$ cat src/rtl/jk_pkg.sv
// Shared types for the JK bank driver: FSM state enum and {j,k} excitation encodings.
package jk_pkg;

    typedef enum logic [1:0] {
        IDLE  = 2'd0,
        DRIVE = 2'd1,
        CHECK = 2'd2,
        RESP  = 2'd3
    } jk_state_e;

    // Two-bit excitation codes, ordered {j, k}.
    localparam logic [1:0] JK_HOLD   = 2'b00;
    localparam logic [1:0] JK_RESET  = 2'b01;
    localparam logic [1:0] JK_SET    = 2'b10;
    localparam logic [1:0] JK_TOGGLE = 2'b11;

endpackage

$ cat src/rtl/jk_excite.sv
// Combinational per-bit J/K excitation from current Q and target; zero when not enabled.
// JK_DRV_TOGGLE_EN selects toggle (1/1) instead of set/reset for mismatching bits.
module jk_excite
    import jk_pkg::*;
#(
    parameter int N = 4
) (
    input  logic [N-1:0] q,
    input  logic [N-1:0] tgt,
    input  logic         en,
    output logic [N-1:0] j,
    output logic [N-1:0] k
);

    always_comb begin
        logic [1:0] code;
        code = JK_HOLD;
        j    = '0;
        k    = '0;
        for (int i = 0; i < N; i++) begin
            if (q[i] == tgt[i]) begin
                code = JK_HOLD;
            end else begin
`ifdef JK_DRV_TOGGLE_EN
                code = JK_TOGGLE;
`else
                code = tgt[i] ? JK_SET : JK_RESET;
`endif
            end
            j[i] = en & code[1];
            k[i] = en & code[0];
        end
    end

endmodule

$ cat src/rtl/jk_driver.sv
// Write-side sequencer for a JK register bank: accept target, drive one cycle, verify Q, retry or report.
// done/err 2 cycles after accept (+2 per retry); tgt_ready only in IDLE. Option: JK_DRV_TOGGLE_EN.
module jk_driver
    import jk_pkg::*;
#(
    parameter int N         = 4,
    parameter int MAX_RETRY = 3
) (
    input  logic         clk,
    input  logic         rst,
    input  logic         tgt_valid,
    output logic         tgt_ready,
    input  logic [N-1:0] tgt_data,
    input  logic [N-1:0] q_fb,
    output logic [N-1:0] j,
    output logic [N-1:0] k,
    output logic         busy,
    output logic         done,
    output logic         err,
    output logic [N-1:0] fail_mask
);

    localparam int RW = (MAX_RETRY > 0) ? $clog2(MAX_RETRY + 1) : 1;
    localparam logic [RW-1:0] RETRY_LIM = RW'(MAX_RETRY);

    localparam logic [1:0] ST_IDLE  = IDLE;
    localparam logic [1:0] ST_DRIVE = DRIVE;
    localparam logic [1:0] ST_CHECK = CHECK;
    localparam logic [1:0] ST_RESP  = RESP;

    logic [1:0]    state;
    logic [N-1:0]  tgt_q;
    logic [RW-1:0] retry;
    logic          resp_err;

    always_ff @(posedge clk or posedge rst) begin
        if (rst) begin
            state     <= ST_IDLE;
            tgt_q     <= '0;
            retry     <= '0;
            fail_mask <= '0;
            resp_err  <= 1'b0;
        end else begin
            case (state)
                ST_IDLE: begin
                    if (tgt_valid) begin
                        tgt_q     <= tgt_data;
                        retry     <= '0;
                        fail_mask <= '0;
                        resp_err  <= 1'b0;
                        state     <= ST_DRIVE;
                    end
                end
                ST_DRIVE: state <= ST_CHECK;
                ST_CHECK: begin
                    if (q_fb == tgt_q) begin
                        resp_err <= 1'b0;
                        state    <= ST_RESP;
                    end else if (retry < RETRY_LIM) begin
                        // The guard above keeps the counter saturating at RETRY_LIM.
                        retry <= retry + RW'(1);
                        state <= ST_DRIVE;
                    end else begin
                        fail_mask <= q_fb ^ tgt_q;
                        resp_err  <= 1'b1;
                        state     <= ST_RESP;
                    end
                end
                ST_RESP:  state <= ST_IDLE;
                default:  state <= ST_IDLE;
            endcase
        end
    end

    assign tgt_ready = (state == ST_IDLE);
    assign busy      = (state != ST_IDLE);
    assign done      = (state == ST_RESP) & ~resp_err;
    assign err       = (state == ST_RESP) &  resp_err;

    jk_excite #(.N(N)) u_excite (
        .q   (q_fb),
        .tgt (tgt_q),
        .en  (state == ST_DRIVE),
        .j   (j),
        .k   (k)
    );

endmodule

$ cat config.mk
export PLATFORM = sky130hd
export DESIGN_NAME = jk_driver
export DESIGN_NICKNAME = d
export VERILOG_FILES = /design/src/rtl/jk_pkg.sv /design/src/rtl/jk_excite.sv /design/src/rtl/jk_driver.sv
export SDC_FILE = /design/constraint.sdc
export NUM_CORES = 1
export LEC_CHECK = 0
export CORE_AREA = 3 3 52 54
export DETAILED_ROUTE_END_ITERATION = 8
export DIE_AREA = 0 0 55 57
export PLACE_DENSITY_LB_ADDON = 0.25
export SLEW_MARGIN = 30
export SYNTH_ARGS = -nofsm -noshare
export SYNTH_HDL_FRONTEND = slang
export SYNTH_HIERARCHICAL = 1
export SYNTH_SLANG_ARGS = --single-unit
$ cat constraint.sdc
create_clock -name clk -period 2.4 [get_ports clk]
set_clock_uncertainty 0.15 [all_clocks]
set_input_delay 0.36 -clock clk [delete_from_list [all_inputs] [get_ports clk]]
set_output_delay 0.36 -clock clk [all_outputs]
set_load 0.005 [all_outputs]
Word level (Yosys, flattened, before mapping)
Cells that the tools add are included.
{ "op_classes": {"add_sub_neg": 1, "magnitude_cmp": 1, "n_eq_ne": 13, "mux": 24, "bitwise": 12, "n_reduce_logical": 7} }
{ "ops": {"columns": ["operator", "n"], "rows": [
  ["$mux W2", 14],
  ["$mux W4", 3],
  ["$and A1 B1 Y1", 10],
  ["$ne A2 B2 Y1 const B", 4],
  ["$pmux W2 S4", 1],
  ["$pmux W4 S2", 1],
  ["$reduce_and A4 Y1", 2],
  ["$eq A1 B1 Y1", 4],
  ["$eq A2 B2 Y1 const B", 2],
  ["$eq A4 B4 Y1", 1],
  ["$pmux W2 S2", 1],
  ["$reduce_bool A2 Y1", 2],
  ["$xor A4 B4 Y4", 1],
  ["$mux W1", 3],
  ["$ne A3 B3 Y1 const B", 1],
  ["$reduce_and A3 Y1", 1],
  ["$add A2 B1 Y2 const B", 1],
  ["$eq A2 B1 Y1 const B", 1],
  ["$logic_not A2 Y1", 1],
  ["$lt A2 B2 Y1 const B", 1],
  ["$pmux W1 S2", 1],
  ["$reduce_and A2 Y1", 1],
  ["$not A1 Y1", 1]
]} }
{ "totals": {"regBits": 13, "inputBits": 11, "out_inout_bits": 16} }

Longest topological paths before layout
Gate-level depths: netlist of run 1.
{ "depth": {"depth_word": 4, "mapped_depth": 5, "ltp_nobuf": 4} }

Cells and area by module
Netlist of run 1, hierarchy kept.
{ "modules_own_cells": {"columns": ["module", "instances", "cells_each", "area_per_inst_um2", "seq_area_each_um2"], "rows": [
  ["jk_driver", 1, 52, 618.1, 325.3],
  ["jk_excite", 1, 8, 70.1, 0.0]
]} }

Least setup slack after synthesis of run 1
OpenSTA, ideal clock, no wires.
{ "synth_timing": {"path_type": "register -> register", "start": "reg tgt_q[1]", "end": "reg retry[0]", "arrival_ps": 1299, "required_time_ps": 2170, "path_slack_ps": 871, "path_stages_with_launch": 6, "n_path_buf": 1, "path_cell_list": "dfrtp_1 xnor2_1 and4_4 buf_6 or4_4 o211ai_2"} }
{ "synth_between": {"elab_chain_len": 3} }
{ "synth_rtl": {"columns": ["element", "line_no", "rtl"], "rows": [
  ["start, declared", "jk_driver.sv:32", "logic [N-1:0] tgt_q;"],
  ["start signal, assigned", "jk_driver.sv:47", "tgt_q <= tgt_data;"],
  ["$eq A4 B4 Y1", "jk_driver.sv:56", "if (q_fb == tgt_q) begin"],
  ["$ne A2 B2 Y1 (no line)", null, null],
  ["$reduce_and A4 Y1 (no line)", null, null],
  ["end signal, assigned", "jk_driver.sv:61", "retry <= retry + RW'(1);"],
  ["end, declared", "jk_driver.sv:33", "logic [RW-1:0] retry;"]
]} }
Every way passes these cells.
A chain may end at the register's enable or synchronous reset.

Final worst setup path of run 1
{ "layout_timing": {"start": "reg state[0]", "end": "out j[0]"} }
{ "layout_between": {"elab_chain_len": 2} }
{ "layout_rtl": {"columns": ["element", "line_no", "rtl"], "rows": [
  ["start, declared", "jk_driver.sv:31", "logic [1:0] state;"],
  ["start signal, assigned", "jk_driver.sv:38", "state <= ST_IDLE;"],
  ["start signal, assigned", "jk_driver.sv:51", "state <= ST_DRIVE;"],
  ["start signal, assigned", "jk_driver.sv:54", "ST_DRIVE: state <= ST_CHECK;"],
  ["$eq A2 B1 Y1", "jk_driver.sv:83", ".en (state == ST_DRIVE),"],
  ["$and A1 B1 Y1", "jk_excite.sv:30", "j[i] = en & code[1];"],
  ["end, declared", "jk_driver.sv:15", "output logic [N-1:0] j,"]
]} }
Every way passes these cells.

==> flow_summary.json, run 1 <==
{
  "grt_max_degree": 14,
  "fp.coreArea_um2": 2255,
  "area_delta_synth_final_pct": 46.18,
  "pwr-share-clk_pct": 13.9,
  "fin_ws_ns": 0.2007,
  "overflow": 0,
  "placed_cell_area_um2": 979.7,
  "numPortBuffers": 26,
  "cts_buffer_depth": 2,
  "place_congestion": 0.7288,
  "yosysMostFrequentCell": "dfrtp_1",
  "crit_slowest_cell": "clkdlybuf4s50_1",
  "clkTransAtPathRegs_ns": 0.08,
  "grt_antenna_before_repair": 0,
  "worstSkewPairLatency_ns": 0.27,
  "critPathTopFamily": "buffers and inverters",
  "crit_fanout": 9,
  "viasPerCell": 4.754,
  "slew_viol_final": 0,
  "synth_common_cells": "dfrtp_1, and3b_1, nor2_1, o2bb2ai_1",
  "synth_fp_nets": 72,
  "clock-sinks": 13,
  "synth_cell_types": 23,
  "cts_resized": 0,
  "start_util_pct": 30.52,
  "min_period_ns": 2.199,
  "synth_area_um2": 688.2,
  "ys_seq_area_share_pct": 47.27,
  "syn_area_per_cell_um2": 11.47,
  "fillers": 239,
  "final_cell_area_um2": 1006,
  "p_seq_share_pct": 39.6,
  "drtIter0Drc": 6,
  "cap_violations": 0,
  "hold_viol": 0,
  "leakage_nw": 0.4444,
  "crit_buf_inv": 2,
  "synth-seq-cells": 13,
  "dp_cells": 114,
  "cts_root_buf": "clkbuf_4",
  "power.density_nw_per_um2": 944.5,
  "final_layout_size_suffix_gt1_share_pct": 7.778,
  "die-width_um": 55,
  "synth_ff_type": "dfrtp_1",
  "ioPinCount": 27,
  "fin_util_pct": 44.62,
  "cts_tree": "yes",
  "path_cells": "nor2b_1 -> buf_4 -> and3b_1 -> clkdlybuf4s50_1",
  "status": "completed",
  "grt_usage_pct": 10.88,
  "synth_top_area_share_pct": 47.27,
  "hpwl_um": 1130,
  "tightest_slew_ns": 0.5049,
  "post-cts-setup-buffer-count": 0,
  "syn-instance-count": 60,
  "grt_pass1_wl_um": 2546,
  "p_int_mw": 0.6199,
  "wire_per_inst_um": 12.97,
  "max_freq_mhz": 454.7,
  "p_sw_mw": 0.3302,
  "finalSetupViolations": 0,
  "crit_arrival_ns": 1.69,
  "fin_total_pwr_mw": 0.9501,
  "required_ns": 1.89,
  "synth-edff-count": 0,
  "antennaDiodeCount": 0,
  "rows": 17,
  "crit_path_max_incr_delay_ns": 0.49,
  "drt-total-wl_um": 1531,
  "drc": 0,
  "dr.pass1.iters": 4,
  "endpoint_kind": "output port",
  "tns_ns": 0,
  "hold_class": "in2async",
  "antenna_left": 0,
  "crit_type": "reg2out",
  "yosysTopAreaCell": "dfrtp_1",
  "switching_share_pct": 34.75,
  "rsz0062_at_grt": "false",
  "vias": 561,
  "peakVddDrop_mv": 0.3898,
  "dieArea_um2": 3135,
  "post-place-ws_ns": 0.3516,
  "cts_made_buffers": 3,
  "num-nets-final": 103,
  "fin_crit_sh_pct": 91.64,
  "die_h_um": 57,
  "instances_no_fill": 118,
  "synthTopCellsByArea": "dfrtp_1, and3b_1, mux2_1",
  "combPwrFrac_pct": 46.4,
  "cp-start-kind": "flip-flop",
  "cts_hold_buf": 0,
  "async_reset_ff_share_pct": 100.0,
  "htreeDepth": 1,
  "ys_warn_count": 6,
  "fin_hold_ws_ns": 0.2677,
  "grt_pass1_vias": 584,
  "slew_headroom_pct": 66.30
}
-- final cells by class --
type                    count  area, um2  share of cell area (%)
repair buffers             27      267.8                   26.62
well taps                  28      35.03                   3.483
inverters                   3      11.26                   1.119
clock buffers               4      26.28                   2.612
multi-input cells          43      340.3                   33.83
flip-flops and latches     13      325.3                   32.34
-- power groups by stage --
stage | clock network, mW | registers [mW] | logic, mW
6_report | 0.132 | 0.376 | 0.441
4_1_cts | 0.142 | 0.376 | 0.451
3_3_place_gp | 0 | 0.376 | 0.442
2_1_floorplan | 0 | 0.360 | 0.268
3_5_place_dp | 0 | 0.379 | 0.449
5_1_grt | 0.153 | 0.390 | 0.494
-- worst paths after layout --
check                               endpoint         start  cells after the start  slack [ns]
worst min register to register  fail_mask[1]  fail_mask[1]                      1        0.35
worst min-delay path                tgt_q[3]           rst                      2        0.27
max in group asynchronous           retry[1]           rst                      2        1.49
worst max-delay path                    j[0]      state[0]                      4        0.20
min in group clk                fail_mask[1]  fail_mask[1]                      1        0.35
worst max register to register  fail_mask[3]      retry[0]                      4        0.82
-- placed cells by master, fill, tap and decap left out --
cell	n
o41ai_1	1
and3b_1	8
nor2b_1	1
or4_4	1
buf_4	1
nand2_1	3
o311ai_1	1
clkbuf_4	3
clkbuf_1	1
o211ai_2	1
o21ai_0	1
nor2_1	5
mux2_1	4
inv_1	3
o21ai_1	1
and4_4	1
ha_1	1
o21a_1	1
dfrtp_1	13
o21bai_1	1
and3_1	1
nand3b_1	1
nand2b_1	1
clkdlybuf4s50_1	26
o2bb2ai_1	5
xnor2_1	4
-- logic make-up (layout without fill, tap and decap cells) --
| family | after synthesis | after routing | share of synthesized area [%] |
|---|---|---|---|
| multiplexers | 4 | 4 | 6.545 |
| flip-flops | 13 | 13 | 47.27 |
| adder cells (fa/ha/maj) | 1 | 1 | 1.818 |
| AO/OA/AOI/OAI | 12 | 12 | 14.36 |
| XOR/XNOR | 4 | 4 | 5.090 |
| AND/OR/NAND/NOR | 22 | 22 | 21.64 |
| buffers and inverters | 4 | 34 | 3.272 |
-- registers in the layout (all words and copies together), names as in the netlist --
name and flops:
resp_err 1, retry 2, fail_mask 4, tgt_q 4
state 2
-- worst register-to-register path, stage by stage, from the launching register on --
cell,delay (ns)
dfrtp_1,0.40
ha_1,0.26
nand3b_1,0.22
o21a_1,0.29
o2bb2ai_1,0.14
-- layer usage --
layer	track usage, %	routed length, um	part of all wire (%)
met1	15.15	741	48
met2	16.72	683	45
met3	3.133	106	6.9
met4	2.083	0	0
met5	0	0	0
Power figures use the tool's default switching activity.
==> inputs of run 2 (changes only) <==
Settings changed: CTS_CLUSTER_DIAMETER from default to 40.
==> results of run 2 <==
Same layout as run 1: the final DEF is identical, and so are final timing and power.
